File: config.mk
export PLATFORM = sky130hd
export DESIGN_NAME = bf_loop_unit
export DESIGN_NICKNAME = d
export VERILOG_FILES = /design/src/rtl/bf_loop_unit.sv
export SDC_FILE = /design/constraint.sdc
export NUM_CORES = 1
export LEC_CHECK = 0
export BUFFER_PORTS_ARGS = -buffer_cell sky130_fd_sc_hd__buf_2
export CAP_MARGIN = 20
export CORE_MARGIN = 2
export CORE_UTILIZATION = 40
export DETAILED_ROUTE_END_ITERATION = 10
export MAX_ROUTING_LAYER = met4
export PLACE_DENSITY = 0.53
export SYNTH_ARGS = -nofsm -noshare
export SYNTH_HDL_FRONTEND = slang
export SYNTH_SLANG_ARGS = --single-unit
File: constraint.sdc
create_clock -name clk -period 5.84 [get_ports clk]
set_clock_uncertainty 0.1 [all_clocks]
set_input_delay 0 -clock clk [delete_from_list [all_inputs] [get_ports clk]]
set_output_delay 0 -clock clk [all_outputs]
set_load 0.005 [all_outputs]
File: src/rtl/bf_loop_unit.sv
// bf_loop_unit: Brainfuck loop resolver driving the ip controller.
// A return-address stack serves ']' back-jumps; a nesting counter skips '[' bodies with a zero cell.
module bf_loop_unit #(
    parameter int I_ADDR_WIDTH   = 16,
    parameter int STACK_DEPTH    = 16,
    parameter int SKIP_CNT_WIDTH = 8
) (
    input  logic                          clk,
    input  logic                          rst,
    input  logic [I_ADDR_WIDTH-1:0]       ip,
    input  logic                          insn_valid,
    input  logic [7:0]                    insn,
    input  logic                          cell_zero,
    output logic                          update_ip,
    output logic                          jmp,
    output logic [I_ADDR_WIDTH-1:0]       jmp_target,
    output logic                          busy,
    output logic [$clog2(STACK_DEPTH):0]  loop_depth,
    output logic                          err_overflow,
    output logic                          err_underflow
);
    localparam int AW = $clog2(STACK_DEPTH);
    typedef enum logic [1:0] {RUN = 2'd0, SKIP = 2'd1, ERR = 2'd2} state_t;
    state_t                    state;
    logic [I_ADDR_WIDTH-1:0]   stack [STACK_DEPTH];
    logic [AW:0]               sp;
    logic [SKIP_CNT_WIDTH-1:0] skip_cnt;
    logic [AW-1:0]             top;
    logic                      is_open, is_close, run, skip, full, empty, push;
    assign is_open  = insn == 8'h5B;
    assign is_close = insn == 8'h5D;
    assign run      = state == RUN;
    assign skip     = state == SKIP;
    assign full     = sp[AW];
    assign empty    = sp == '0;
    assign top      = sp[AW-1:0] - 1'b1;
    // rst gating keeps the Mealy outputs quiet while reset is held with a valid insn
    always_comb begin
        update_ip = !rst && insn_valid && (skip || run && !(is_open && !cell_zero && full) && !(is_close && empty));
        jmp       = !rst && insn_valid && run && is_close && !empty && !cell_zero;
        push      = !rst && insn_valid && run && is_open && !cell_zero && !full;
    end
    assign jmp_target = empty ? '0 : stack[top] + 1'b1;
    assign busy       = skip;
    assign loop_depth = sp;
    always_ff @(posedge clk)
        if (push) stack[sp[AW-1:0]] <= ip;
    always_ff @(posedge clk or posedge rst)
        if (rst) begin
            state         <= RUN;
            sp            <= '0;
            skip_cnt      <= '0;
            err_overflow  <= 1'b0;
            err_underflow <= 1'b0;
        end else begin
            case (state)
                RUN: if (insn_valid) begin
                    if (is_open) begin
                        if (cell_zero) begin
                            skip_cnt <= SKIP_CNT_WIDTH'(1);
                            state    <= SKIP;
                        end else if (full) begin
                            state        <= ERR;
                            err_overflow <= 1'b1;
                        end else sp <= sp + 1'b1;
                    end else if (is_close) begin
                        if (empty) begin
                            state         <= ERR;
                            err_underflow <= 1'b1;
                        end else if (cell_zero) sp <= sp - 1'b1;
                    end
                end
                SKIP: if (insn_valid) begin
                    if (is_open) begin
                        if (&skip_cnt) begin
                            state        <= ERR;
                            err_overflow <= 1'b1;
                        end else skip_cnt <= skip_cnt + 1'b1;
                    end else if (is_close) begin
                        skip_cnt <= skip_cnt - 1'b1;
                        if (skip_cnt == SKIP_CNT_WIDTH'(1)) state <= RUN;
                    end
                end
                ERR: ;
                default: state <= ERR;
            endcase
        end
endmodule
# After elaboration in Yosys (flattened, before gate mapping)
# Memory sizes are Yosys's and may differ from the RTL's.
# Index checks and enable logic that the tools add are counted.
# totals
output_inout_bits	26
wordCells	108
in_bits	28
reg_bits	17
mem_count	1
latchBits	0
ram_bits	256
romBits	0
# memory_table
memory	words	width	read_ports	rd_ports_with_merged_regs	wr	line_no	source
stack	16	16	1	0	1	25	logic [I_ADDR_WIDTH-1:0] stack [STACK_DEPTH];
# classes
muxes	37
bitwise_logic	2
div	0
add_sub_neg	6
n_mul	0
n_eq_ne	23
n_shift	0
reduce_logical	33
magnitude_cmp	0
# op_table
cell	count
two-way mux 8 bit	7
two-way mux 5 bit	6
two-way mux 2 bit	11
inequality test 2 bit (second input constant)	10
adder 16 x 1 -> 16 bit (second input constant)	1
== test 8 x 7 -> 1 bit (second input constant)	2
two-way mux 16 bit	1
case mux 8 bit (2 select lines)	1
AND reduction 8 bit	2
logical AND 1 bit	14
AND reduction 7 bit	2
two-way mux 1 bit	9
inequality test 3 x 2 -> 1 bit (second input constant)	3
inequality test 3 bit (second input constant)	3
AND reduction 9 bit	1
adder 8 x 1 -> 8 bit (second input constant)	1
== test 8 x 1 -> 1 bit (second input constant)	1
subtractor 8 x 1 -> 8 bit (second input constant)	1
zero test 1 bit	6
case mux 2 bit (3 select lines)	1
AND reduction 6 bit	1
nonzero test 2 bit	3
adder 5 x 1 -> 5 bit (second input constant)	1
zero test 5 bit	1
other kinds (11)	12

# Depth between registers and ports, before layout
# Gate-level depths: netlist of run 1.
# depth
ltp_word	8
ltp_mapped	20
depth_no_buf	10

# Least setup slack after synthesis of run 1
# No wires, ideal clock.
# synth_path
path_type	register to output
start	register sp[0], in the netlist loop_depth[0]
end	output port jmp_target[13]
n_path_buf	10
stages_incl_launch_ff	17
setup_slack_ps	1564
required_time_ps	5740
t_arrival_ps	4176
cell_sequence	dfrtp_1 > buf_6 > buf_12 > buf_12 > buf_12 > buf_6 > buf_6 > inv_1 > ha_1 > buf_2 > buf_4 > clkbuf_1 > buf_1 > mux4_2 > mux4_2 > or4_1 > a21oi_1
# synth_between
elab_chain_cells	4
word_cells_on_any_way	5
classes_between	add/sub: 2; mux: 1; reduce/logical: 1; memory: 1
# synth_lines
element	line_no	source
start: declaration	26	logic [AW:0] sp;
start signal: assignment	65	end else sp <= sp + 1'b1;
start signal: assignment	70	end else if (cell_zero) sp <= sp - 1'b1;
subtractor 4 x 1 -> 4 bit	36	assign top = sp[AW-1:0] - 1'b1;
memory (16 x 16 bit)	n/a	
adder 16 x 1 -> 16 bit	43	assign jmp_target = empty ? '0 : stack[top] + 1'b1;
two-way mux 16 bit (*)	43	
end: declaration	16	output logic [I_ADDR_WIDTH-1:0] jmp_target,
# Every way passes the cells marked *; elsewhere a longest branch is shown, timed or not.

# Worst setup path after layout of run 1
# layout_path
start	register sp[1], in the netlist loop_depth[1]
end	output port jmp_target[14]
# The elaborated chain is that of the path after synthesis.

==> out/results.ini, run 1 <==
[status]
status = finished clean

[floorplanning]
top_level_ports = 54
core_area_mm2 = 0.02956
std_cell_rows = 63
die-width_um = 176.8
die-area_mm2 = 0.03126
die_h_um = 176.8
floorplan.initialDensity = 0.4041

[clock_network]
clk_path_buf_depth = 3
post_cts_resized = 0
insertion_delay_ns = 0.54
clock-root-buffer = sky130_fd_sc_hd__clkbuf_16
worst_setup_hold_path_clk_slew_ns = 0.06
htree_levels = 1
numCtsBuffers = 29
cts_tree = yes
clkSinkCount = 273

[worst_setup_path]
required_time_at_the_endpoint_of_the_critical_path_ns = 5.74
worst_r2r_path_depth = 7
critPathMaxStageDelay_ns = 0.72
crit_chain = inv_1 > ha_1 > xnor2_4 > buf_4 > mux4_2 > nor2_1 > a22o_1 > nand4_1 > nor3_1 > mux2_1 > buf_2
worst_setup_path_start_kind = flop
worst-r2r-setup-slack_ns = 2.80
worst-path-max-fanout = 18
crit_path_max_delay_cell_type = sky130_fd_sc_hd__xnor2_4
worst_r2r_endpoint = stack[12][12]
crit_arrival_ns = 4.63
critPathKind = flop to output pin
startpoint_of_the_worst_register_to_register_path = state[1]
critical_path.endpoint_type = output pin

[route]
drtIter0Drc = 501
number_of_iterations_in_the_first_detailed_routing_pass = 5
routed_wl_um = 27290
wl_per_cell_um = 22.59
detail-route-antenna-nets = 0
count_of_unresolved_drc_violations_after_routing = 0
via_count = 6626
route.detailed.vias_per_inst = 5.485

[timing]
report.final.hold_viol_count = 0
timing.setup.tns_ns = 0
fmaxAchievable_ghz = 0.2115
rsz0062_at_grt = no
timing_max_transition_violations_final = 0
period_minus_slack_ns = 4.729
max-slew-margin-rel = 0.2838
setup_viol_count_final = 0
timing.final.ws_setup_ns = 1.111
tightest_slew_ns = 1.074
worst_hold_slack_ns = 0.01916
fin_crit_sh = 0.8098

[placed_design]
place_area_mm2 = 0.01271
dp_slack_ns = 1.619
detailed_place_hpwl_um = 16690
port_buffers = 53
final_weighted_congestion_in_routability_driven_placement = 0.8395
dp_cells = 1131

[power_and_ir_drop]
leakage_nw = 4.941
power_density_mw_per_mm2 = 322.3
internal_power_mw = 3.472
switching_power_mw = 1.009
power.share.sequential = 0.479
vdd.ir_drop.worst_mv = 0.2058
pwr-share-comb = 0.114
switching_share = 0.2251
clkPwrFrac = 0.407
totalPowerFinal_mw = 4.480

[cells_and_area]
fillers = 2527
final_nets = 835
flow.area_growth_from_synthesis_pct = 16.37
multiInputGateArea_mm2 = 0.003616
final_core_util = 0.4703
layout.cells.non_filler = 1208
seq_area_mm2 = 0.008117
final_layout_size_suffix_gt1_frac = 0.2411
final_area_mm2 = 0.01390

[worst_hold_path]
hold_path_end = skip_cnt[7]
worst_hold_path_type = primary input to flop
hold_path_startpoint = insn[5]
hold-path-cell-count = 6

[yosys]
synth_area_leader_cell = sky130_fd_sc_hd__edfxtp_1
synth_top_cells_by_area = sky130_fd_sc_hd__edfxtp_1, sky130_fd_sc_hd__mux4_2, sky130_fd_sc_hd__dfrtp_1, sky130_fd_sc_hd__mux2i_1, sky130_fd_sc_hd__mux4_1
synth_top_area_share = 0.6436
yosys_warnings = 0
synth_enable_flop_cells = 256
ys_seq_area_frac = 0.6792
synth_top_flop_cell = sky130_fd_sc_hd__edfxtp_1
ys_types = 62
synthArstFlopShare = 0.06227
ys_ff_latch = 273
number_of_instances_in_the_synthesized_netlist = 704
synthesis.nets = 744
avgSynthCellArea_um2 = 16.97
cell_area_synth_mm2 = 0.01195

[job]
drv.max_cap_violation_count = 0

[grt]
gr-total-overflow = 0
globalRouteTotalUtil = 0.1829
grt_first_pass_wirelength_um = 41220
number_of_global_route_vias_before_repair = 6645
grt_start_max_net_pins = 85
number_of_antenna_violations_at_the_first_check_in_global_routing = 1

-- worst max path at each step --
stage | startpoint | to | slack, ns | cells after the start
floorplan | loop_depth[0] | jmp_target[13] | 1.56 | 16
global placement | loop_depth[1] | jmp_target[14] | 1.73 | 11
detailed placement | loop_depth[1] | jmp_target[14] | 1.62 | 11
CTS | loop_depth[1] | jmp_target[14] | 1.05 | 11
global route | loop_depth[1] | jmp_target[14] | 0.79 | 11
finish | loop_depth[1] | jmp_target[14] | 1.11 | 11
-- layer usage --
| layer | vias to the layer above | GRT usage | routed length, um |
|---|---|---|---|
| met2 | 164 | 0.2882 | 12790 |
| met1 | 3419 | 0.2528 | 12790 |
| li1 | 3002 | - | - |
| met5 | - | - | 0 |
| met4 | 0 | 0.04718 | 527 |
| met3 | 41 | 0.02448 | 1175 |
-- area by class of cell --
class,instances,share of cell area
Antenna cell,1,0.0001800
Multi-Input combinational cell,380,0.2601
Sequential cell,273,0.5839
Clock buffer,38,0.05536
Clock inverter,15,0.01314
Inverter,12,0.003240
Tap cell,390,0.03510
Timing Repair Buffer,99,0.04897
-- critical path: cells and delay by family (launching register included) --
| family | cells | cell delay [ns] |
|---|---|---|
| adders and majority gates | 1 | 0.32 |
| buffers and inverters | 3 | 0.62 |
| and+or+nand+nor | 3 | 0.75 |
| xor gates and xnor gates | 1 | 0.72 |
| muxes | 2 | 0.90 |
| DFF | 1 | 0.51 |
| AOI/OAI and AO/OA | 1 | 0.24 |
-- cell families after synthesis --
family | share of synthesized area
XOR/XNOR | 0.008694
multiplexers | 0.1460
AND/OR/NAND/NOR | 0.08443
buffers and inverters | 0.02650
flip-flops | 0.6792
adder cells (fa/ha/maj) | 0.01257
AO/OA/AOI/OAI | 0.04263
-- power groups by stage --
stage,logic (mW),clock network [mW],registers [mW]
2_1_floorplan,0.355,0,2.18
3_3_place_gp,0.499,0,2.19
3_5_place_dp,0.505,0,2.19
4_1_cts,0.518,1.86,2.15
5_1_grt,0.559,1.93,2.15
6_report,0.511,1.82,2.15
-- sequential cells by signal (all words and copies together), names as in the netlist --
register and count:
loop_depth 5, err_underflow 1, state 2, stack 256, err_overflow 1, skip_cnt 8
-- what timing repair did --
item,CTS,global route
hold buffers,22,0
buffers inserted,0,0
hold endpoints to repair,281,0
-- cells in the mapped netlist, types with 3 or more instances --
| master | n |
|---|---|
| sky130_fd_sc_hd__edfxtp_1 | 256 |
| sky130_fd_sc_hd__mux4_2 | 45 |
| sky130_fd_sc_hd__mux2i_1 | 40 |
| sky130_fd_sc_hd__nor2_1 | 38 |
| sky130_fd_sc_hd__nand2_1 | 28 |
| sky130_fd_sc_hd__a21oi_1 | 22 |
| sky130_fd_sc_hd__nor3_1 | 21 |
| sky130_fd_sc_hd__nor3b_1 | 18 |
| sky130_fd_sc_hd__dfrtp_1 | 17 |
| sky130_fd_sc_hd__o21ai_0 | 15 |
| sky130_fd_sc_hd__clkbuf_1 | 14 |
| sky130_fd_sc_hd__ha_1 | 12 |
| sky130_fd_sc_hd__inv_1 | 12 |
| sky130_fd_sc_hd__nand3_1 | 11 |
| sky130_fd_sc_hd__o31ai_1 | 11 |
| sky130_fd_sc_hd__mux4_1 | 10 |
| sky130_fd_sc_hd__nand4_1 | 9 |
| sky130_fd_sc_hd__a211oi_1 | 8 |
| sky130_fd_sc_hd__buf_4 | 8 |
| sky130_fd_sc_hd__nand2b_1 | 8 |
| sky130_fd_sc_hd__nand3b_1 | 8 |
| sky130_fd_sc_hd__or3_1 | 8 |
| sky130_fd_sc_hd__and3_1 | 6 |
| sky130_fd_sc_hd__buf_2 | 6 |
| sky130_fd_sc_hd__xnor2_1 | 6 |
| sky130_fd_sc_hd__a22o_1 | 5 |
| sky130_fd_sc_hd__mux2_2 | 5 |
| sky130_fd_sc_hd__buf_1 | 4 |
| sky130_fd_sc_hd__buf_12 | 4 |
| sky130_fd_sc_hd__nor2b_1 | 4 |
| sky130_fd_sc_hd__xor2_1 | 4 |
| sky130_fd_sc_hd__and2_1 | 3 |
| sky130_fd_sc_hd__buf_6 | 3 |
| sky130_fd_sc_hd__nor4b_1 | 3 |
| sky130_fd_sc_hd__or4_1 | 3 |
-- placed cells by master, fill, tap and decap left out, drive strengths merged, types with 2 or more instances in the layout --
cell | synthesis | layout
clkbuf | 14 | 38
ha | 12 | 12
and3 | 6 | 6
inv | 12 | 13
nor3b | 18 | 18
bufinv | 0 | 4
dlygate4sd3 | 0 | 22
o21ai | 15 | 15
nand2 | 28 | 28
a211oi | 8 | 8
clkinv | 0 | 10
a21oi | 22 | 22
a21o | 2 | 2
mux2i | 40 | 40
xor2 | 4 | 4
nor4b | 3 | 3
or4 | 3 | 3
mux2 | 6 | 6
nor4bb | 2 | 2
nand2b | 8 | 8
mux4 | 55 | 55
nand3b | 8 | 8
edfxtp | 256 | 256
nor2 | 39 | 39
and2 | 3 | 3
nand4 | 10 | 10
o31ai | 13 | 13
or2 | 2 | 2
dfrtp | 17 | 17
nor3 | 21 | 21
buf | 25 | 77
or3 | 9 | 9
nand3 | 11 | 11
a22o | 5 | 5
nor2b | 4 | 4
xnor2 | 7 | 7
No activity file was read; power rests on OpenSTA's default activity.
==> run 2: changes to the inputs <==
==> constraint.sdc (replaced) <==
create_clock -name clk -period 4.85 [get_ports clk]
set_clock_uncertainty 0.1 [all_clocks]
set_input_delay 0 -clock clk [delete_from_list [all_inputs] [get_ports clk]]
set_output_delay 0 -clock clk [all_outputs]
set_load 0.005 [all_outputs]
==> run 2 against run 1 <==
Compared with the run above:
- die area did not move
- clock power up 19%
- final cell count is 0.41% higher
- non-clock buffer count up 9
- sequential power up 20%
==> out/results.ini, run 2 (same netlist as run 1, synthesis figures left out) <==
[status]
status = finished clean

[floorplanning]
top_level_ports = 54  ; unchanged
floorplan.initialDensity = 0.4041  ; unchanged
die_h_um = 176.8  ; unchanged
std_cell_rows = 63  ; unchanged
core_area_mm2 = 0.02956  ; unchanged
die-area_mm2 = 0.03126  ; unchanged
die-width_um = 176.8  ; unchanged

[cells_and_area]
largest_register_ff_count = 256  ; unchanged
final_cell_mix = sky130_fd_sc_hd__edfxtp_1, sky130_fd_sc_hd__buf_2, sky130_fd_sc_hd__mux4_2
flow.area_growth_from_synthesis_pct = 17.04
diodes = 0  ; -1
final_nets = 843  ; +0.96%
layout.cells.most_common = sky130_fd_sc_hd__edfxtp_1
final_layout_size_suffix_gt1_frac = 0.2430  ; +0.001887

[timing]
fin_crit_sh = 0.9527
report.final.hold_viol_count = 0  ; unchanged
fmaxAchievable_ghz = 0.2164
timing.setup.tns_ns = 0  ; unchanged
rsz0062_at_grt = no
tightest_slew_ns = 0.9965  ; -0.07782 ns
setup_viol_count_final = 0  ; unchanged
max-slew-margin-rel = 0.3321  ; +0.04826
period_minus_slack_ns = 4.621
timing_max_transition_violations_final = 0  ; unchanged

[clock_network]
numCtsBuffers = 28  ; -3.4%
post_cts_resized = 0  ; unchanged
worst_setup_hold_path_clk_slew_ns = 0.06  ; about the same
htree_levels = 1  ; unchanged
clkSinkCount = 273  ; unchanged
cts_tree = yes
clock-root-buffer = sky130_fd_sc_hd__clkbuf_16
clk_path_buf_depth = 3  ; unchanged
insertion_delay_ns = 0.54  ; about the same

[route]
detail-route-antenna-nets = 0  ; unchanged
route.detailed.vias_per_inst = 5.557  ; +1.3%
routed_wl_um = 28090  ; +2.9%
number_of_iterations_in_the_first_detailed_routing_pass = 5  ; unchanged
drtIter0Drc = 516  ; +3.0%
wl_per_cell_um = 23.16  ; +2.5%
count_of_unresolved_drc_violations_after_routing = 0  ; unchanged
via_count = 6741  ; +1.7%

[worst_setup_path]
required_time_at_the_endpoint_of_the_critical_path_ns = 4.75  ; -0.99 ns
critPathKind = flop to output pin
worst_r2r_endpoint = stack[2][7]
worst-r2r-setup-slack_ns = 1.84  ; -0.96 ns
worst_r2r_path_depth = 7  ; unchanged
worst_setup_path_start_kind = flop
crit_arrival_ns = 4.52  ; -0.11 ns
worst-path-max-fanout = 61  ; +43
critical_path.endpoint_type = output pin
startpoint_of_the_worst_register_to_register_path = state[1]

[placed_design]
detailed_place_hpwl_um = 17130  ; +2.6%
port_buffers = 53  ; unchanged
final_weighted_congestion_in_routability_driven_placement = 0.8393  ; about the same

[power_and_ir_drop]
power.share.sequential = 0.479  ; about the same
pwr-share-comb = 0.120  ; +0.006
leakage_nw = 4.977  ; +0.73%
totalPowerFinal_mw = 5.391  ; +20%
clkPwrFrac = 0.400  ; -0.007
switching_power_mw = 1.226  ; +22%
internal_power_mw = 4.165  ; +20%
vdd.ir_drop.worst_mv = 0.2503  ; +22%
power_density_mw_per_mm2 = 385.6  ; +20%
switching_share = 0.2273  ; +0.002208

[grt]
number_of_antenna_violations_at_the_first_check_in_global_routing = 0  ; -1
grt_first_pass_wirelength_um = 42060  ; +2.0%
number_of_global_route_vias_before_repair = 6748  ; +1.6%
gr-total-overflow = 0  ; unchanged
globalRouteTotalUtil = 0.1874  ; +0.004502
grt_start_max_net_pins = 106  ; +25%

[worst_hold_path]
worst_hold_path_type = primary input to async pin

[job]
drv.max_cap_violation_count = 0  ; unchanged

-- run 2: layout make-up --
type                            count  area (um2)
Clock buffer                       37       755.7
Clock inverter                     13       166.4
Fill cell                        2533       15580
Inverter                           12       45.04
Multi-Input combinational cell    380        3596
Sequential cell                   273        8117
Tap cell                          390       488.0
Timing Repair Buffer              108       813.3
-- run 2: worst max path at each step --
stage                              from  cells after the start  slack, ns             end
after global placement    loop_depth[1]                     11       0.83   jmp_target[9]
after floorplan           loop_depth[0]                     16       0.57  jmp_target[13]
after global routing      loop_depth[0]                     12      0.009  jmp_target[13]
after CTS                 loop_depth[1]                     11       0.06  jmp_target[14]
after detailed placement  loop_depth[1]                     11       0.63  jmp_target[14]
final                     loop_depth[1]                     10       0.23  jmp_target[14]
-- run 2: through the flow --
step / instances / hold WS [ns] / util / instance area (um2) / worst slack, ns
final: 1213 / 0.03741 / 0.4730 / 13980 / 0.2293
after global routing: 1213 / 0.08701 / 0.4730 / 13980 / 0.009072
after CTS: 1209 / 0.006038 / 0.4715 / 13940 / 0.05658
after detailed placement: 1135 / 0.07342 / 0.4322 / 12780 / 0.6322
after global placement: 1135 / 0.05653 / 0.4322 / 12780 / 0.8333
after floorplan: 704 / -0.1739 / - / 11950 / 0.5739
-- run 2: power groups by stage --
stage	logic (mW)	registers, mW	clock network (mW)
finish	0.648	2.58	2.16
detailed placement	0.630	2.63	0
CTS	0.648	2.58	2.20
floorplan	0.427	2.63	0
global placement	0.621	2.63	0
global route	0.705	2.58	2.31
-- run 2: what timing repair did --
action | in CTS | in global routing
endpoints found under the hold margin | 283 | 0
buffers inserted | 0 | 4
hold buffers | 24 | 0
endpoints found under the setup margin | 0 | 7
-- run 2: worst max-delay path, stage by stage, from the launching register on --
cell and delay, ns:
sky130_fd_sc_hd__dfrtp_1 0.55, sky130_fd_sc_hd__inv_1 0.17, sky130_fd_sc_hd__ha_4 0.79, sky130_fd_sc_hd__buf_4 0.37, sky130_fd_sc_hd__mux4_2 0.35, sky130_fd_sc_hd__or3_4 0.39
sky130_fd_sc_hd__o31ai_4 0.13, sky130_fd_sc_hd__nand4_1 0.37, sky130_fd_sc_hd__nor3_1 0.30, sky130_fd_sc_hd__mux2_1 0.35, sky130_fd_sc_hd__buf_2 0.13
-- run 2: metal layers --
layer  GRT usage  up-vias  wire, um
li1            -     3015         -
met4     0.05785        0       775
met1      0.2531     3453     12420
met5           -        -         0
met2      0.2998      218     13630
met3     0.02191       55      1273
